**src/rtl/mem_arbiter_pkg.sv**
```systemverilog
// Shared types and constants for the three-way memory arbiter.
// Holds bus widths, state encodings and the picker result type.
package mem_arbiter_pkg;

    localparam int NPC_ADDR_BUS = 32;
    localparam int XLEN_BUS     = 64;
    localparam int MASK_W       = 8;

    localparam logic TRUE  = 1'b1;
    localparam logic FALSE = 1'b0;

    localparam logic [2:0] ST_IDLE     = 3'd0;
    localparam logic [2:0] ST_GRANT_I  = 3'd1;
    localparam logic [2:0] ST_GRANT_DR = 3'd2;
    localparam logic [2:0] ST_GRANT_DW = 3'd3;
    localparam logic [2:0] ST_RESP     = 3'd4;

    typedef enum logic [2:0] {
        IDLE     = ST_IDLE,
        GRANT_I  = ST_GRANT_I,
        GRANT_DR = ST_GRANT_DR,
        GRANT_DW = ST_GRANT_DW,
        RESP     = ST_RESP
    } state_e;

    typedef enum logic [1:0] {
        PICK_NONE = 2'd0,
        PICK_I    = 2'd1,
        PICK_DR   = 2'd2,
        PICK_DW   = 2'd3
    } pick_e;

    // Round-robin memory: which side won the previous grant.
    localparam logic LAST_I = 1'b0;
    localparam logic LAST_D = 1'b1;

    function automatic state_e grant_state(input pick_e p);
        case (p)
            PICK_I:  return GRANT_I;
            PICK_DR: return GRANT_DR;
            PICK_DW: return GRANT_DW;
            default: return IDLE;
        endcase
    endfunction

endpackage

```
**src/rtl/mem_arbiter_if.sv**
```systemverilog
// Single memory port bundle between the arbiter and the memory.
// master: arbiter side (drives request), slave: memory side.
interface mem_arbiter_if #(
    parameter int ADDR_W = 32,
    parameter int DATA_W = 64
);
    logic [ADDR_W-1:0] mem_addr_o;
    logic [7:0]        mem_mask_o;
    logic [DATA_W-1:0] mem_wdata_o;
    logic              mem_valid_o;
    logic              mem_write_o;
    logic              mem_ready_i;
    logic [DATA_W-1:0] mem_rdata_i;

    modport master (
        output mem_addr_o,
        output mem_mask_o,
        output mem_wdata_o,
        output mem_valid_o,
        output mem_write_o,
        input  mem_ready_i,
        input  mem_rdata_i
    );

    modport slave (
        input  mem_addr_o,
        input  mem_mask_o,
        input  mem_wdata_o,
        input  mem_valid_o,
        input  mem_write_o,
        output mem_ready_i,
        output mem_rdata_i
    );
endinterface

```
**src/rtl/mem_arb_pick.sv**
```systemverilog
// Combinational request picker for the memory arbiter.
// Ports: req_i_i/req_dr_i/req_dw_i requests, last_grant_i, pick_o winner.
module mem_arb_pick
    import mem_arbiter_pkg::*;
(
    input  logic  req_i_i,
    input  logic  req_dr_i,
    input  logic  req_dw_i,
    input  logic  last_grant_i,
    output pick_e pick_o
);

    logic req_d;

    assign req_d = req_dr_i | req_dw_i;

    // The dcache side wins when alone or when icache had the last turn;
    // within dcache a write always beats a read.
    always_comb begin
        pick_o = PICK_NONE;
        if (req_d && (!req_i_i || last_grant_i == LAST_I)) begin
            pick_o = req_dw_i ? PICK_DW : PICK_DR;
        end else if (req_i_i) begin
            pick_o = PICK_I;
        end
    end

endmodule

```
**src/rtl/mem_arbiter.sv**
```systemverilog
// Arbitrates icache read, dcache read and dcache write onto one memory
// port. Ports: clk, rst, per-requester request/ready/data, mem bundle.
module mem_arbiter
    import mem_arbiter_pkg::*;
#(
    parameter int ADDR_W = NPC_ADDR_BUS,
    parameter int DATA_W = XLEN_BUS
) (
    input  logic              clk,
    input  logic              rst,

    input  logic [ADDR_W-1:0] ram_raddr_icache_i,
    input  logic              ram_raddr_valid_icache_i,
    input  logic [7:0]        ram_rmask_icache_i,
    output logic              ram_rdata_ready_icache_o,
    output logic [DATA_W-1:0] ram_rdata_icache_o,

    input  logic [ADDR_W-1:0] ram_raddr_dcache_i,
    input  logic              ram_raddr_valid_dcache_i,
    input  logic [7:0]        ram_rmask_dcache_i,
    output logic              ram_rdata_ready_dcache_o,
    output logic [DATA_W-1:0] ram_rdata_dcache_o,

    input  logic [ADDR_W-1:0] ram_waddr_dcache_i,
    input  logic              ram_waddr_valid_dcache_i,
    input  logic [7:0]        ram_wmask_dcache_i,
    input  logic [DATA_W-1:0] ram_wdata_dcache_i,
    output logic              ram_wdata_ready_dcache_o,

    mem_arbiter_if.master     mem
);

    state_e            state_q, state_d;
    pick_e             gnt_q, gnt_d;
    logic              last_q, last_d;
    logic [ADDR_W-1:0] addr_q, addr_d;
    logic [7:0]        mask_q, mask_d;
    logic [DATA_W-1:0] wdata_q, wdata_d;
    logic              write_q, write_d;
    logic              valid_q, valid_d;
    logic [DATA_W-1:0] rdata_i_q, rdata_i_d;
    logic [DATA_W-1:0] rdata_d_q, rdata_d_d;

    pick_e             pick;

    mem_arb_pick u_pick (
        .req_i_i      (ram_raddr_valid_icache_i),
        .req_dr_i     (ram_raddr_valid_dcache_i),
        .req_dw_i     (ram_waddr_valid_dcache_i),
        .last_grant_i (last_q),
        .pick_o       (pick)
    );

    always_ff @(posedge clk) begin
        if (rst) begin
            state_q   <= IDLE;
            gnt_q     <= PICK_NONE;
            last_q    <= LAST_I;
            addr_q    <= '0;
            mask_q    <= '0;
            wdata_q   <= '0;
            write_q   <= FALSE;
            valid_q   <= FALSE;
            rdata_i_q <= '0;
            rdata_d_q <= '0;
        end else begin
            state_q   <= state_d;
            gnt_q     <= gnt_d;
            last_q    <= last_d;
            addr_q    <= addr_d;
            mask_q    <= mask_d;
            wdata_q   <= wdata_d;
            write_q   <= write_d;
            valid_q   <= valid_d;
            rdata_i_q <= rdata_i_d;
            rdata_d_q <= rdata_d_d;
        end
    end

    always_comb begin
        state_d   = state_q;
        gnt_d     = gnt_q;
        last_d    = last_q;
        addr_d    = addr_q;
        mask_d    = mask_q;
        wdata_d   = wdata_q;
        write_d   = write_q;
        valid_d   = valid_q;
        rdata_i_d = rdata_i_q;
        rdata_d_d = rdata_d_q;

        unique case (state_q)
            IDLE: begin
                if (pick != PICK_NONE) begin
                    state_d = grant_state(pick);
                    gnt_d   = pick;
                    valid_d = TRUE;
                    last_d  = (pick == PICK_I) ? LAST_I : LAST_D;
                    unique case (pick)
                        PICK_I: begin
                            addr_d  = ram_raddr_icache_i;
                            mask_d  = ram_rmask_icache_i;
                            wdata_d = '0;
                            write_d = FALSE;
                        end
                        PICK_DR: begin
                            addr_d  = ram_raddr_dcache_i;
                            mask_d  = ram_rmask_dcache_i;
                            wdata_d = '0;
                            write_d = FALSE;
                        end
                        PICK_DW: begin
                            addr_d  = ram_waddr_dcache_i;
                            mask_d  = ram_wmask_dcache_i;
                            wdata_d = ram_wdata_dcache_i;
                            write_d = TRUE;
                        end
                        default: ;
                    endcase
                end
            end
            GRANT_I, GRANT_DR, GRANT_DW: begin
                // Ready in the very first valid cycle also completes.
                if (mem.mem_ready_i) begin
                    state_d = RESP;
                    valid_d = FALSE;
                    if (state_q == GRANT_I) begin
                        rdata_i_d = mem.mem_rdata_i;
                    end
                    if (state_q == GRANT_DR) begin
                        rdata_d_d = mem.mem_rdata_i;
                    end
                end
            end
            // One-cycle pulse; IDLE is not evaluated here, so a held
            // valid is re-arbitrated only in the following cycle.
            RESP: begin
                state_d = IDLE;
            end
            default: begin
                state_d = IDLE;
            end
        endcase
    end

    assign mem.mem_addr_o  = addr_q;
    assign mem.mem_mask_o  = mask_q;
    assign mem.mem_wdata_o = wdata_q;
    assign mem.mem_valid_o = valid_q;
    assign mem.mem_write_o = write_q;

    assign ram_rdata_ready_icache_o = (state_q == RESP) && (gnt_q == PICK_I);
    assign ram_rdata_ready_dcache_o = (state_q == RESP) && (gnt_q == PICK_DR);
    assign ram_wdata_ready_dcache_o = (state_q == RESP) && (gnt_q == PICK_DW);

    assign ram_rdata_icache_o = rdata_i_q;
    assign ram_rdata_dcache_o = rdata_d_q;

endmodule

```
**src/flat_wrapper.sv**
```systemverilog
// flat-port wrapper written by rule: the top's interface ports become plain ports
module mem_arbiter_flat import mem_arbiter_pkg::*;
#(
    parameter int ADDR_W = NPC_ADDR_BUS,
    parameter int DATA_W = XLEN_BUS
)
  (clk, rst, ram_raddr_icache_i, ram_raddr_valid_icache_i, ram_rmask_icache_i, ram_rdata_ready_icache_o, ram_rdata_icache_o, ram_raddr_dcache_i, ram_raddr_valid_dcache_i, ram_rmask_dcache_i, ram_rdata_ready_dcache_o, ram_rdata_dcache_o, ram_waddr_dcache_i, ram_waddr_valid_dcache_i, ram_wmask_dcache_i, ram_wdata_dcache_i, ram_wdata_ready_dcache_o, mem_mem_addr_o, mem_mem_mask_o, mem_mem_wdata_o, mem_mem_valid_o, mem_mem_write_o, mem_mem_ready_i, mem_mem_rdata_i);
  mem_arbiter_if #(.ADDR_W(ADDR_W), .DATA_W(DATA_W)) mem_i ();
  input  logic clk;
  input  logic rst;
  input  logic [ADDR_W-1:0] ram_raddr_icache_i;
  input  logic ram_raddr_valid_icache_i;
  input  logic [7:0] ram_rmask_icache_i;
  output logic ram_rdata_ready_icache_o;
  output logic [DATA_W-1:0] ram_rdata_icache_o;
  input  logic [ADDR_W-1:0] ram_raddr_dcache_i;
  input  logic ram_raddr_valid_dcache_i;
  input  logic [7:0] ram_rmask_dcache_i;
  output logic ram_rdata_ready_dcache_o;
  output logic [DATA_W-1:0] ram_rdata_dcache_o;
  input  logic [ADDR_W-1:0] ram_waddr_dcache_i;
  input  logic ram_waddr_valid_dcache_i;
  input  logic [7:0] ram_wmask_dcache_i;
  input  logic [DATA_W-1:0] ram_wdata_dcache_i;
  output logic ram_wdata_ready_dcache_o;
  output wire logic [$bits(mem_i.mem_addr_o)-1:0] mem_mem_addr_o;
  output wire logic [$bits(mem_i.mem_mask_o)-1:0] mem_mem_mask_o;
  output wire logic [$bits(mem_i.mem_wdata_o)-1:0] mem_mem_wdata_o;
  output wire logic [$bits(mem_i.mem_valid_o)-1:0] mem_mem_valid_o;
  output wire logic [$bits(mem_i.mem_write_o)-1:0] mem_mem_write_o;
  input wire logic [$bits(mem_i.mem_ready_i)-1:0] mem_mem_ready_i;
  input wire logic [$bits(mem_i.mem_rdata_i)-1:0] mem_mem_rdata_i;
  assign mem_mem_addr_o = mem_i.mem_addr_o;
  assign mem_mem_mask_o = mem_i.mem_mask_o;
  assign mem_mem_wdata_o = mem_i.mem_wdata_o;
  assign mem_mem_valid_o = mem_i.mem_valid_o;
  assign mem_mem_write_o = mem_i.mem_write_o;
  assign mem_i.mem_ready_i = mem_mem_ready_i;
  assign mem_i.mem_rdata_i = mem_mem_rdata_i;
  mem_arbiter #(.ADDR_W(ADDR_W), .DATA_W(DATA_W)) u_core (.clk(clk), .rst(rst), .ram_raddr_icache_i(ram_raddr_icache_i), .ram_raddr_valid_icache_i(ram_raddr_valid_icache_i), .ram_rmask_icache_i(ram_rmask_icache_i), .ram_rdata_ready_icache_o(ram_rdata_ready_icache_o), .ram_rdata_icache_o(ram_rdata_icache_o), .ram_raddr_dcache_i(ram_raddr_dcache_i), .ram_raddr_valid_dcache_i(ram_raddr_valid_dcache_i), .ram_rmask_dcache_i(ram_rmask_dcache_i), .ram_rdata_ready_dcache_o(ram_rdata_ready_dcache_o), .ram_rdata_dcache_o(ram_rdata_dcache_o), .ram_waddr_dcache_i(ram_waddr_dcache_i), .ram_waddr_valid_dcache_i(ram_waddr_valid_dcache_i), .ram_wmask_dcache_i(ram_wmask_dcache_i), .ram_wdata_dcache_i(ram_wdata_dcache_i), .ram_wdata_ready_dcache_o(ram_wdata_ready_dcache_o), .mem(mem_i));
endmodule
```
**config.mk**
```make
export PLATFORM = sky130hd
export DESIGN_NAME = mem_arbiter_flat
export DESIGN_NICKNAME = d
export VERILOG_FILES = /design/src/rtl/mem_arbiter_pkg.sv /design/src/rtl/mem_arbiter_if.sv /design/src/rtl/mem_arb_pick.sv /design/src/rtl/mem_arbiter.sv /design/src/flat_wrapper.sv
export SDC_FILE = /design/constraint.sdc
export NUM_CORES = 1
export LEC_CHECK = 0
export ABC_AREA = 1
export CAP_MARGIN = 20
export CORE_MARGIN = 1.5
export CORE_UTILIZATION = 25
export DETAILED_ROUTE_END_ITERATION = 10
export PLACE_DENSITY = 0.51
export SLEW_MARGIN = 30
export SYNTH_ARGS = -nofsm -noshare
export SYNTH_HDL_FRONTEND = slang
export SYNTH_SLANG_ARGS = --single-unit
```
**constraint.sdc**
```tcl
create_clock -name clk -period 3.12 [get_ports clk]
set_input_delay 0.624 -clock clk [delete_from_list [all_inputs] [get_ports clk]]
set_output_delay 0.624 -clock clk [all_outputs]
set_load 0.01 [all_outputs]
```
==> reports/results.txt, run 1 <==
TritonCTS built the clock tree. The sum of buffers and inverters on the critical path is 1. The via count of the first global-routing pass is 9584.

Prior to clock tree synthesis, the placed netlist has a worst setup slack of 0.390 ns. The run gives 491 as the number of I/O pins. Measured against its own limit, the worst slew margin works out to 43.9%. Data on the critical path is required at its endpoint by 2.50 ns.

The height of the chip came out at 206 µm. At the end of routability-driven placement, the weighted congestion stood at 0.806. Entering global routing, the biggest net connects 72 pins. Of the available clock period, the critical path in the final layout requires 84.0%. The run gives 0 as the post-route DRC violation count. The worst clock skew is 0.0298 ns, and the synthesized net count is 1611. The count of cell types in the netlist was 25. The critical path runs through a total of 4 cells. The quantity of I/O buffers inserted on ports is 490, and the post-place instance area is 15600 µm². The global-route wire length before repair is 58500 µm.

Setup violations remaining at the end of the flow were counted as 0. The worst path meets setup with 0.500 ns of slack. Setup repair after global routing left no endpoint under its margin.

The leading cell type in the layout, fill and taps excluded is clkdlybuf4s50_1. The logs give 2.00 ns for the data arrival time of the critical path and 10200 for the via count. The number of cells on the worst reg-to-reg path is 4. The latest clock arrival within the worst-skew pair was 0.57 ns; the number of buffers on the longest clock path was 3. The critical path goes through nor2_1 -> nand2_1 -> nor3_1 -> clkdlybuf4s50_1.

The cell count after synthesis came out at 1357. For this design, the slowest cell found on the critical path is clkdlybuf4s50_1. Along the worst hold path, the cell count comes to 2. The worst setup path is of the flop to output port kind. CTS placed an instance of clkbuf_16 at the clock tree root. The run gives 579 as the violation count after the first detailed-route iteration. After clock tree synthesis, the clock-pin slew on the worst setup and hold paths is 0.06 ns. The first detailed-routing pass ran for 4 iterations. The run gives 0.000363 V as the worst vdd rail ir drop.

The endpoint kind of the worst setup timing path is an output port. The routed length per instance came out at 17.2 µm. In the final timing run, aggregate negative setup slack is 0 ns. The count of nets left with antenna violations once routing finished came out at 0. The total of cells resized after clock tree synthesis came out at 0. The logs give 17.9% for the total routing resource utilization after global routing and 28900 µm for the HPWL after detailed placement. The core region is 40700 µm². For this configuration, the core starts out at a cell density of 25.3%. The shortest period the worst path allows was 2.62 ns; the sequential fraction of the synthesis area was 46.7%. The run gives 3 as the initial antenna violation count. The floorplan row count is 74, and the number of standard cells in the final layout excluding fillers is 2355. The run finished with clean final reports. Leaving out fill and tap cells, the most frequent cells in the layout are clkdlybuf4s50_1 (488), dfxtp_1 (240), nand2_1 (202). The number of synthesized register bits is 240, and the slew at the pin closest to its max-slew limit is 0.839 ns. The routed via count divided by cell count came out at 4.33. The number of hold buffers added after CTS was 0. After global routing the overflow that remains totals 0. The worst hold slack is 0.439 ns, and the synthesized area divided by synthesized cell count is 7.59 µm².

Along the worst path, the maximum fanout reaches 4. From synthesis to final layout, the design area changed by 61.1%. The total standard cell area after synthesis came out at 10300 µm². The tools report the total number of yosys warnings as 0. Post-CTS timing repair inserted 0 buffers for setup.

The tightest min-delay check is of the flop to flop type. Share of post-route cells with drive strength above 1: 9.56%. The filler cells instantiated in the layout total 4174.

In this run, placement finished with an instance count of 2300. The net count reported at finish was 2053. The depth of the CTS H-tree is 1. The gate family responsible for the most delay along the worst path was buffers and inverters.

STA classifies the critical path startpoint as a flop. From left edge to right edge, the die measures 206 µm. The floorplan step defined a die boundary enclosing 42400 µm².

The hold violation total from the final report was 0. The run gives 29 as the total clock buffers created by CTS. The maximum single-stage delay on the critical path came out at 0.63 ns. For this design the static power due to leakage is 6.18 nW. The tools report the count of max-cap constraint violations as 0.

The sink count of the clock tree was 240; the total non-filler cell area in the finished layout was 16600 µm². Derived from the worst setup path, the maximum achievable clock frequency is 0.382 GHz. The max-slew violation total from the final report was 0; the power per unit of standard cell area was 584 nW/µm². After detailed routing, the total wire length is 40400 µm.
## per-layer routing
metal | vias up | share of wire (%) | GRT usage (%)
met5 | - | 0 | 0
met4 | 0 | 2.9 | 5.49
li1 | 5244 | - | -
met2 | 258 | 49 | 31.1
met1 | 4650 | 41 | 21.6
met3 | 56 | 6.2 | 4.54
## tightest hold or removal path, stage by stage (launching register included)
cell,delay (ns)
dfxtp_1,0.31
inv_1,0.04
a21oi_1,0.05
## flip-flops by register name, summed over array words and instances (netlist names)
signal / flops
u_core.ram_rdata_dcache_o: 64
u_core.ram_rdata_icache_o: 64
u_core.mem.mem_wdata_o: 64
u_core.mem.mem_valid_o: 1
u_core.gnt_q: 2
u_core.last_q: 1
u_core.mem.mem_write_o: 1
u_core.state_q: 3
u_core.mem.mem_mask_o: 8
u_core.mem.mem_addr_o: 32
## Yosys cell counts
cell	number	area, µm²
nand3_2	40	400
inv_4	1	6.26
buf_2	39	195
a21oi_2	40	350
a21oi_1	199	996
nand2_1	203	762
nor2_2	2	12.5
dfxtp_1	240	4800
o21ai_0	128	641
buf_4	5	37.5
nor3_1	3	15.0
nand2_2	1	6.26
clkbuf_1	38	143
inv_1	191	717
buf_1	6	22.5
nor2_4	1	11.3
inv_2	6	22.5
nand2_4	2	22.5
clkbuf_2	3	15.0
nand3b_4	1	20.0
buf_12	4	80.1
nand4_1	2	12.5
nand3_1	124	621
buf_6	12	135
nor2_1	66	248
## layout make-up
class	count	area, µm²	share of cell area [%]
Multi-Input combinational cell	812	4140	25.0
Antenna cell	3	7.51	0.0453
Clock buffer	40	837	5.05
Timing Repair Buffer	518	5260	31.7
Sequential cell	240	4800	29.0
Clock inverter	12	120	0.724
Inverter	198	748	4.51
Tap cell	532	666	4.01
## cells by family (layout without fill, tap and decap cells)
group / count (synthesis) / count (layout) / synth area share, %
compound gates: 367 / 367 / 19.3
flops: 240 / 240 / 46.7
simple gates: 445 / 445 / 20.7
buf+inv: 305 / 768 / 13.3
other cells: 0 / 3 / 0
## through the flow
step / util (%) / total power, mW
after detailed placement: 38.3 / 6.36
after CTS: 40.7 / 9.87
after floorplan: - / 5.02
final: 40.7 / 9.69
after global routing: 40.7 / 10.2
after global placement: 38.3 / 6.35
## worst paths after layout
path	to	from	slack, ns
worst min-delay path	u_core.ram_rdata_dcache_o[21]$_SDFFE_PP0P_	u_core.ram_rdata_dcache_o[21]$_SDFFE_PP0P_	0.44
worst max register to register	u_core.ram_rdata_dcache_o[53]$_SDFFE_PP0P_	u_core.state_q[1]$_SDFFE_PP0P_	1.20
worst min register to register	u_core.ram_rdata_dcache_o[21]$_SDFFE_PP0P_	u_core.ram_rdata_dcache_o[21]$_SDFFE_PP0P_	0.44
worst max-delay path	ram_rdata_ready_dcache_o	u_core.state_q[0]$_SDFFE_PP0P_	0.50
## power by group
| group | total, mW | switching, mW | internal, mW | leakage (nW) |
|---|---|---|---|---|
| logic | 2.67 | 1.40 | 1.27 | 3.74 |
| registers | 3.60 | 0.184 | 3.41 | 1.96 |
| clock network | 3.42 | 1.39 | 2.03 | 0.477 |
| total | 9.69 | 2.97 | 6.72 | 6.18 |
(Power assumes the default switching activity.)
==> inputs of run 2 (changes only) <==
Clock period 3.12 ns to 2.49 ns, I/O delays scaled along.
==> run 2 against run 1 <==
  * Critical path depth unchanged
  * Register-to-register slack worse by 0.14 ns
  * Wire length up 1.3%
  * Clock power up 31%
  * Non-clock buffer count unchanged
  * Worst setup slack worse by 0.30 ns
  * Via count up 1.4%
  * Combinational power up 27%
  * Clock skew down 0.019 ns
  * Critical path type unchanged
  * Largest power group unchanged
==> reports/results.txt, run 2 (synthesis results as in run 1) <==
Class of the tightest hold or removal check: input pin to flop (was flop to flop). The area inside the core boundary came out at 40700 µm² (unchanged). The required time reported for the critical path endpoint was 1.99 ns (was 2.50 ns); the power per unit of standard cell area was 743 nW/µm² (was 584 nW/µm²). The depth of the worst hold-timing path came out at 4 (was 2).

Slew at the pin closest to its max-slew limit: 0.763 ns (was 0.839 ns). The final period utilization is 91.9%. For the setup-violating endpoint count in the final report, the log shows 0 (unchanged). The share of post-route cells with drive strength above 1 is 9.66% (was 9.56%).

The number of buffers inserted for hold repair after clock tree synthesis was 0 (unchanged); the max-slew violation total from the final report was 0 (unchanged). The max-slew headroom at the worst pin was 49.1% (was 43.9%). The routed length per instance was 17.4 µm (was 17.2 µm). The shortest period the worst path allows was 2.29 ns; the worst hold slack was 0.282 ns (was 0.439 ns). The logs give 80 (was 72) for the largest net degree at the start of global routing and 3 (unchanged) for the initial antenna violation count.

The maximum single-stage delay on the critical path was 0.38 ns (was 0.63 ns); the hold violation total from the final report was 0 (unchanged). The number of buffers on the longest clock path came out at 3 (unchanged). The number of I/O pins is 491 (unchanged). The number of standard cells in the final layout excluding fillers was 2358 (was 2355). Timing would allow up to 0.437 GHz. Setup repair after global routing left no endpoint under its margin. The clock slew at the register clock pins of the worst setup and hold paths was 0.06 ns (about the same). Power dissipated by switching net loads: 3.79 mW (was 2.97 mW).

The logs give 240 (unchanged) for the sink count of the clock tree and 0 (unchanged) for the count of buffers added by post-CTS timing repair for setup. TritonCTS built the clock tree. The logs give 583 (was 579) for the violation count after the first detailed-route iteration and 2053 (unchanged) for the net count reported at finish. The latest clock arrival within the worst-skew pair came out at 0.58 ns (was 0.57 ns). The gate family responsible for the most delay along the worst path is simple AND/OR/NAND/NOR gates (was buffers and inverters).

Floorplan row count: 74 (unchanged). The depth of the CTS H-tree was 1 (unchanged); the die width was 206 µm (unchanged). Depth of the critical timing path with buffers and inverters included: 4 (unchanged). The flow ran to the end, and the final reports show no timing, DRC or antenna violations. Leading cell type in the layout, fill and taps excluded: clkdlybuf4s50_1 (unchanged).

The routed via count divided by cell count is 4.39 (was 4.33). The worst vdd rail ir drop was 0.000487 V (was 0.000363 V); the sum of buffers and inverters on the critical path was 1 (unchanged). The final weighted congestion in routability-driven placement is 0.834 (was 0.806), and the remaining global-route overflow is 0 (unchanged). Effective utilization at floorplan: 25.3% (unchanged). For the post-route DRC violation count, the log shows 0 (unchanged). The quantity of I/O buffers inserted on ports is 490 (unchanged), and the total routing resource utilization after global routing is 18.3% (was 17.9%). The count of max-cap constraint violations was 0 (unchanged); the part of the total power dissipated in combinational logic was 27.4% (was 27.6%). The run gives 0.340 ns (was 0.390 ns) as the pre-CTS worst setup slack. The endpoint kind of the worst setup timing path is an output port (unchanged). The tools report the global-route wire length before repair as 59900 µm (was 58500 µm). The layout overhead on the synthesized area is 62.1% (was 61.1%). The portion of total power attributed to the clock network is 36.2% (was 35.3%), and the cell count after placement is 2300 (unchanged).

The tools report the leakage power as 6.24 nW (was 6.18 nW). The run gives 0.0112 ns (was 0.0298 ns) as the worst clock skew. The logs give 15700 µm² (was 15600 µm²) for the post-place instance area and 29100 µm (was 28900 µm) for the HPWL after detailed placement.

Via count of the first global-routing pass: 9890 (was 9584). Most used cells in the layout excluding fill and tap cells: clkdlybuf4s50_1 (485), dfxtp_1 (240), nand2_1 (202) (was clkdlybuf4s50_1 (488), dfxtp_1 (240), nand2_1 (202)). The tools report the post-layout utilization of the core as 41.0% (was 40.7%).

The type of origin of the critical path is a flop (unchanged). The run gives 36.4% (was 37.1%) as the sequential cell fraction of total power. The run gives 0 (unchanged) as the final antenna-violating net count. The tools report the total power of the final layout as 12.4 mW (was 9.69 mW).

The depth of the most critical reg-to-reg path is 7 (was 4), and the height of the chip is 206 µm (unchanged). Via count: 10400 (was 10200). Total non-filler cell area in the finished layout: 16700 µm² (was 16600 µm²).

The tools report the total clock buffers created by CTS as 29 (unchanged). The maximum fanout encountered on the critical timing path was 4 (unchanged); the iteration count of the initial detailed-routing pass was 6 (was 4). The critical path's slowest cell is dlygate4sd2_1 (was clkdlybuf4s50_1). The tools report the die footprint as 42400 µm² (unchanged). The data arrival time of the critical path was 1.79 ns (was 2.00 ns).

The minimum setup slack in the final design was 0.202 ns (was 0.500 ns). The switching part of the total power was 30.6% (was 30.7%); the total negative slack for setup checks was 0 ns (unchanged). Kind of critical path: flop to output port (unchanged). The clock root buffer is clkbuf_16 (unchanged). For the total of cells resized after clock tree synthesis, the log shows 3 (was 0).

The tools report the total wirelength of the detailed-routed design as 41000 µm (was 40400 µm). The tools report the internal power consumption as 8.60 mW (was 6.72 mW). Ordered list of cells on the worst path: nor2_1 -> nand2_1 -> nor3_1 -> dlygate4sd2_1 (was nor2_1 -> nand2_1 -> nor3_1 -> clkdlybuf4s50_1).
-- run 2: routing by layer --
layer / track usage, % / vias to the layer above / wire length (µm)
li1: - / 5252 / -
met1: 21.8 / 4728 / 16700
met2: 32.1 / 311 / 20300
met3: 4.45 / 59 / 2920
met4: 6.03 / 0 / 1020
met5: 0 / - / 0
-- run 2: worst min-delay path, stage by stage --
cell,delay [ns]
buf_4,0.10
inv_4,0.09
nand2_1,0.08
a21oi_1,0.03
-- run 2: layout make-up --
type                            instances  area (µm²)
Antenna cell                            4        10.0
Clock buffer                           41         851
Clock inverter                         13         158
Fill cell                            4180       24100
Inverter                              198         748
Multi-Input combinational cell        812        4140
Sequential cell                       240        4800
Tap cell                              532         666
Timing Repair Buffer                  518        5310
-- run 2: power by group through the flow --
stage	Combinational, mW	Clock [mW]	Sequential, mW
6_report	3.39	4.49	4.51
5_1_grt	3.72	4.82	4.57
4_1_cts	3.45	4.63	4.51
3_5_place_dp	3.44	0	4.59
3_3_place_gp	3.42	0	4.58
2_1_floorplan	1.53	0	4.76
-- run 2: final timing paths --
kind                                                                    to                                       start  slack (ns)
worst min-delay path                u_core.mem.mem_addr_o[14]$_SDFFE_PP0P_                                         rst        0.28
worst max register to register       u_core.mem.mem_addr_o[7]$_SDFFE_PP0P_              u_core.state_q[0]$_SDFFE_PP0P_        1.06
worst max-delay path                              ram_rdata_ready_dcache_o              u_core.state_q[0]$_SDFFE_PP0P_        0.20
worst min register to register  u_core.ram_rdata_dcache_o[39]$_SDFFE_PP0P_  u_core.ram_rdata_dcache_o[39]$_SDFFE_PP0P_        0.44
